File: src/rtl/dist_score_pipe.sv
// Purpose : per-pair score = max(a,b) + max(0, OFFSET - SCALE*|a-b|), saturated, summed per frame.
// Latency : 3 cycles from input acceptance to out_valid, 1 pair/cycle.
// Backpr. : in_ready = !out_valid || out_ready; every stage and ans hold while stalled.
//
// Ports:
//   clk, rst               - rising-edge clock, synchronous active-high reset
//   in_valid/in_ready      - input pair handshake, samples in1 (a) and in2 (b)
//   out_valid/out_ready    - score handshake, score on ans
//   frame_sum/frame_valid  - saturated sum of the last complete frame, one-cycle update pulse
//   sample_cnt             - scores accepted downstream in the current frame
module dist_score_pipe #(
   parameter int WIDTH     = 8,
   parameter int SCALE     = 5,    // >= 1
   parameter int OFFSET    = 23,   // < 2**WIDTH
   parameter int FRAME_LEN = 4,    // >= 1
   parameter int ACC_WIDTH = 16,   // >= WIDTH
   localparam int CW       = $clog2(FRAME_LEN) + 1
) (
   input  logic                 clk,
   input  logic                 rst,
   input  logic                 in_valid,
   output logic                 in_ready,
   input  logic [WIDTH-1:0]     in1,
   input  logic [WIDTH-1:0]     in2,
   output logic                 out_valid,
   input  logic                 out_ready,
   output logic [WIDTH-1:0]     ans,
   output logic [ACC_WIDTH-1:0] frame_sum,
   output logic                 frame_valid,
   output logic [CW-1:0]        sample_cnt
);

   // Product width: SCALE*d can never overflow this, so the clamp compare is exact.
   localparam int PW = WIDTH + $clog2(SCALE) + 1;
   localparam int AX = ACC_WIDTH + 1;
   localparam logic [PW-1:0] SCALE_P  = PW'(SCALE);
   localparam logic [PW-1:0] OFFSET_P = PW'(OFFSET);
   localparam logic [CW-1:0] LAST     = CW'(FRAME_LEN - 1);

   logic                 advance;
   logic                 v1, v2;
   logic [WIDTH-1:0]     a, b;
   logic [WIDTH-1:0]     mx, pen;
   logic [WIDTH-1:0]     mx_c, d_c, pen_c, ans_c;
   logic [PW-1:0]        p_c;
   logic [WIDTH:0]       s_c;
   logic [AX-1:0]        acc_ext;
   logic [ACC_WIDTH-1:0] acc, acc_sum;
   logic                 out_hs;

   assign advance  = !out_valid || out_ready;
   assign in_ready = advance;
   assign out_hs   = out_valid && out_ready;

   always_comb begin
      mx_c    = (a > b) ? a : b;
      d_c     = (a > b) ? (a - b) : (b - a);
      p_c     = PW'(d_c) * SCALE_P;
      // Unsigned clamp: penalty only exists while the product is below OFFSET.
      pen_c   = (p_c < OFFSET_P) ? WIDTH'(OFFSET_P - p_c) : '0;
      s_c     = {1'b0, mx} + {1'b0, pen};
      ans_c   = s_c[WIDTH] ? '1 : s_c[WIDTH-1:0];
      acc_ext = {1'b0, acc} + AX'(ans);
      acc_sum = acc_ext[ACC_WIDTH] ? '1 : acc_ext[ACC_WIDTH-1:0];
   end

   always_ff @(posedge clk) begin
      if (rst) begin
         v1          <= 1'b0;
         v2          <= 1'b0;
         a           <= '0;
         b           <= '0;
         mx          <= '0;
         pen         <= '0;
         out_valid   <= 1'b0;
         ans         <= '0;
         frame_sum   <= '0;
         frame_valid <= 1'b0;
         sample_cnt  <= '0;
         acc         <= '0;
      end else begin
         // Bubbles move with the data; nothing is compacted.
         if (advance) begin
            v1        <= in_valid;
            a         <= in1;
            b         <= in2;
            v2        <= v1;
            mx        <= mx_c;
            pen       <= pen_c;
            out_valid <= v2;
            ans       <= ans_c;
         end

         frame_valid <= 1'b0;
         if (out_hs) begin
            if (sample_cnt == LAST) begin
               frame_sum   <= acc_sum;
               frame_valid <= 1'b1;
               acc         <= '0;
               sample_cnt  <= '0;
            end else begin
               acc        <= acc_sum;
               sample_cnt <= sample_cnt + CW'(1);
            end
         end
      end
   end

endmodule

File: config.mk
export PLATFORM = sky130hd
export DESIGN_NAME = dist_score_pipe
export DESIGN_NICKNAME = d
export VERILOG_FILES = /design/src/rtl/dist_score_pipe.sv
export SDC_FILE = /design/constraint.sdc
export NUM_CORES = 1
export LEC_CHECK = 0
export CORE_ASPECT_RATIO = 0.5
export CORE_MARGIN = 5
export CORE_UTILIZATION = 55
export CTS_CLUSTER_DIAMETER = 150
export DETAILED_ROUTE_END_ITERATION = 8
export GPL_ROUTABILITY_DRIVEN = 0
export PLACE_DENSITY = 0.87
export SETUP_SLACK_MARGIN = 0.5
export SYNTH_ARGS = -nofsm -noshare
export SYNTH_HDL_FRONTEND = slang
export SYNTH_SLANG_ARGS = --single-unit
File: constraint.sdc
create_clock -name clk -period 5.2 [get_ports clk]
set_input_delay 1.04 -clock clk [delete_from_list [all_inputs] [get_ports clk]]
set_output_delay 1.04 -clock clk [all_outputs]
set_load 0.005 [all_outputs]
==> impl_metrics.json <==
{
  "synth_edf_count": 0,
  "crit_path_start_kind": "register",
  "clk_pin_slew_worst_paths_ns": 0.06,
  "reg2reg_depth": 18,
  "htree_levels": 3,
  "power_frac_seq_pct": 31.0,
  "min_delay_path_depth": 2,
  "antenna_found_initial": 0,
  "port_buffers": 49,
  "crit_fanout": 8,
  "fillCellCount": 592,
  "place_area_um2": 5270,
  "rows": 23,
  "via_count": 4396,
  "grt-ovfl-total": 0,
  "layout_common_cells": "79 x dfxtp_1, 66 x nor2_1, 60 x nand2_1",
  "vdd_drop_max_mv": 0.189,
  "critPathRequiredTime_ns": 5.46,
  "ctsHoldBuffers": 0,
  "skew_ns": 0.00540,
  "initial_core_util_pct": 57.6,
  "worstHoldEndpoint": "v1",
  "cts_sinks": 79,
  "utilization_pct": 71.6,
  "total_power_mw": 2.14,
  "worstSetupPathType": "register to register",
  "drive_gt1_share_pct": 11.2,
  "cellPowerDensity_nw_per_um2": 366,
  "min_period_ns": 4.87,
  "grt_pass1_wl_mm": 17.8,
  "grt_max_degree": 47,
  "final_common_cell": "dfxtp_1",
  "tns_ns": 0,
  "boundaryPins": 50,
  "async_reset_ff_share_pct": 0,
  "synth_flop_cell": "dfxtp_1",
  "cts_made_buffers": 9,
  "switching_share_pct": 33.7,
  "die-area_um2": 10600,
  "worst-slew-pin-transition_ns": 1.00,
  "outcome": "finished, final reports clean",
  "hpwl_mm": 7.61,
  "first_pass_iters": 5,
  "setup_viol": 0,
  "rsz0062_at_grt": "no",
  "avgSynthCellArea_um2": 8.26,
  "timing.fmax_mhz": 205,
  "drv_slew": 0,
  "drc_errors": 0,
  "die_x_um": 141,
  "holdWs_ns": 0.455,
  "hold_violations": 0,
  "fp.dieH_um": 75.4,
  "r2r_setup_slack_ns": 0.33,
  "routed_wl_mm": 12.6,
  "ys_seq_elements": 79,
  "initialDrtViolationCount": 461,
  "min_path_type": "register to register",
  "r2r_start": "a[4]",
  "clockRootBuffer": "clkbuf_16",
  "drv_cap": 0,
  "track_usage_pct": 20.6,
  "hold_start": "v1",
  "fin_area_um2": 5850,
  "synth_cells": 570,
  "fin_crit_sh_pct": 93.6,
  "area_growth_pct": 24.4,
  "p_leak_nw": 2.41,
  "avgViaCountPerCell": 5.97,
  "synth_fp_nets": 642,
  "core_um2": 8170,
  "fin_nets": 691,
  "cts_tree": "yes",
  "arrival_ns": 5.13,
  "grt_pass1_vias": 3797,
  "relSlewSlack_pct": 33.0,
  "clkLatencyLatePin_ns": 0.34,
  "cp-end-kind": "register",
  "switching_power_uw": 722,
  "yosysWarnings": 0,
  "seq_area_frac_synth_pct": 33.6,
  "antenna_cells": 0,
  "syn-cell-area_um2": 4710,
  "synth_cell_type_count": 58,
  "postRouteAntennaNets": 0,
  "cts_max_path_buffers": 2,
  "reg2reg_to": "pen[7]",
  "p_clk_share_pct": 29.9,
  "comb_power_share_pct": 39.1,
  "wl_per_cell_um": 17.1,
  "p_int_mw": 1.42
}
per-stage QoR:
step	worst slack, ns	std cells
floorplan	0.928	570
detailed placement	0.548	710
finish	0.331	736
global placement	0.715	710
global route	0.154	736
CTS	0.500	726
power groups by stage:
stage | registers (mW) | clock network [mW] | logic [mW]
floorplan | 0.668 | 0 | 0.458
global placement | 0.673 | 0 | 0.572
detailed placement | 0.674 | 0 | 0.591
CTS | 0.661 | 0.645 | 0.610
global route | 0.666 | 0.670 | 0.900
finish | 0.663 | 0.641 | 0.838
synthesized netlist by cell type (8+ instances only):
| cell type | number | area [um2] |
|---|---|---|
| xor2_1 | 11 | 96.3 |
| o21ai_0 | 25 | 125 |
| mux2i_1 | 8 | 80.1 |
| a211oi_1 | 24 | 180 |
| xnor2_1 | 13 | 114 |
| nand3b_1 | 8 | 60.1 |
| nand2_1 | 60 | 225 |
| dfxtp_1 | 79 | 1580 |
| ha_1 | 47 | 588 |
| inv_1 | 38 | 143 |
| clkbuf_1 | 21 | 78.8 |
| nor3_1 | 9 | 45.0 |
| a21oi_1 | 57 | 285 |
| nor2_1 | 66 | 248 |
| nor2b_1 | 8 | 50.1 |
registers in the layout, indices dropped and copies added, names as in the netlist, 3 cells and up:
signal      count
a               8
acc            16
ans             8
b               8
frame_sum      16
mx              8
pen             8
sample_cnt      3
timing repair:
item                       4_1_cts  5_1_grt
setup endpoints to repair        5        8
hold endpoints to repair         0        0
pin swaps                        0       14
buffers inserted                 0       10
resized for setup                1       38
kinds of logic after synthesis:
| group | share of synthesized area [%] |
|---|---|
| AO/OA/AOI/OAI | 20.4 |
| XOR/XNOR | 4.81 |
| adder cells (fa/ha/maj) | 14.6 |
| buffers and inverters | 5.45 |
| flip-flops | 33.6 |
| multiplexers | 2.42 |
| AND/OR/NAND/NOR | 18.7 |
cell type report:
type | count | area (um2) | share of cell area [%]
multi-input combinational | 425 | 3060 | 52.3
sequential | 79 | 1580 | 27.0
timing repair buffer | 65 | 617 | 10.5
clock buffer | 10 | 239 | 4.08
inverter | 39 | 146 | 2.50
tap | 112 | 140 | 2.39
clock inverter | 6 | 66.3 | 1.13
worst max path at each step:
stage	startpoint	to	slack (ns)
after floorplan	a[0]	pen[2]	0.93
after global placement	a[0]	pen[1]	0.71
after detailed placement	a[0]	pen[4]	0.55
after CTS	a[0]	pen[4]	0.50
after global routing	a[0]	pen[7]	0.15
final	a[4]	pen[7]	0.33
critical path, cell delays in order (launching register included):
cell and delay, ns:
dfxtp_1 0.39, inv_1 0.10, ha_1 0.45, nand3_1 0.20, a21oi_2 0.07, o41ai_4 0.51, buf_6 0.24, mux2i_4 0.31
a21oi_1 0.11, o21ai_1 0.19, xor2_1 0.29, ha_1 0.33, ha_4 0.30, nor3b_4 0.18, mux2_4 0.32, o22ai_1 0.15
and4_4 0.29, nand4_1 0.15, a21oi_1 0.20
routing by layer:
metal	vias up	GRT usage, %	wire length (um)
li1	2100	-	-
met2	196	36.5	6050
met3	43	3.95	922
met4	0	6.87	368
met5	-	0	0
met1	2057	25.9	5280
No activity file was read; power rests on OpenSTA's default activity.
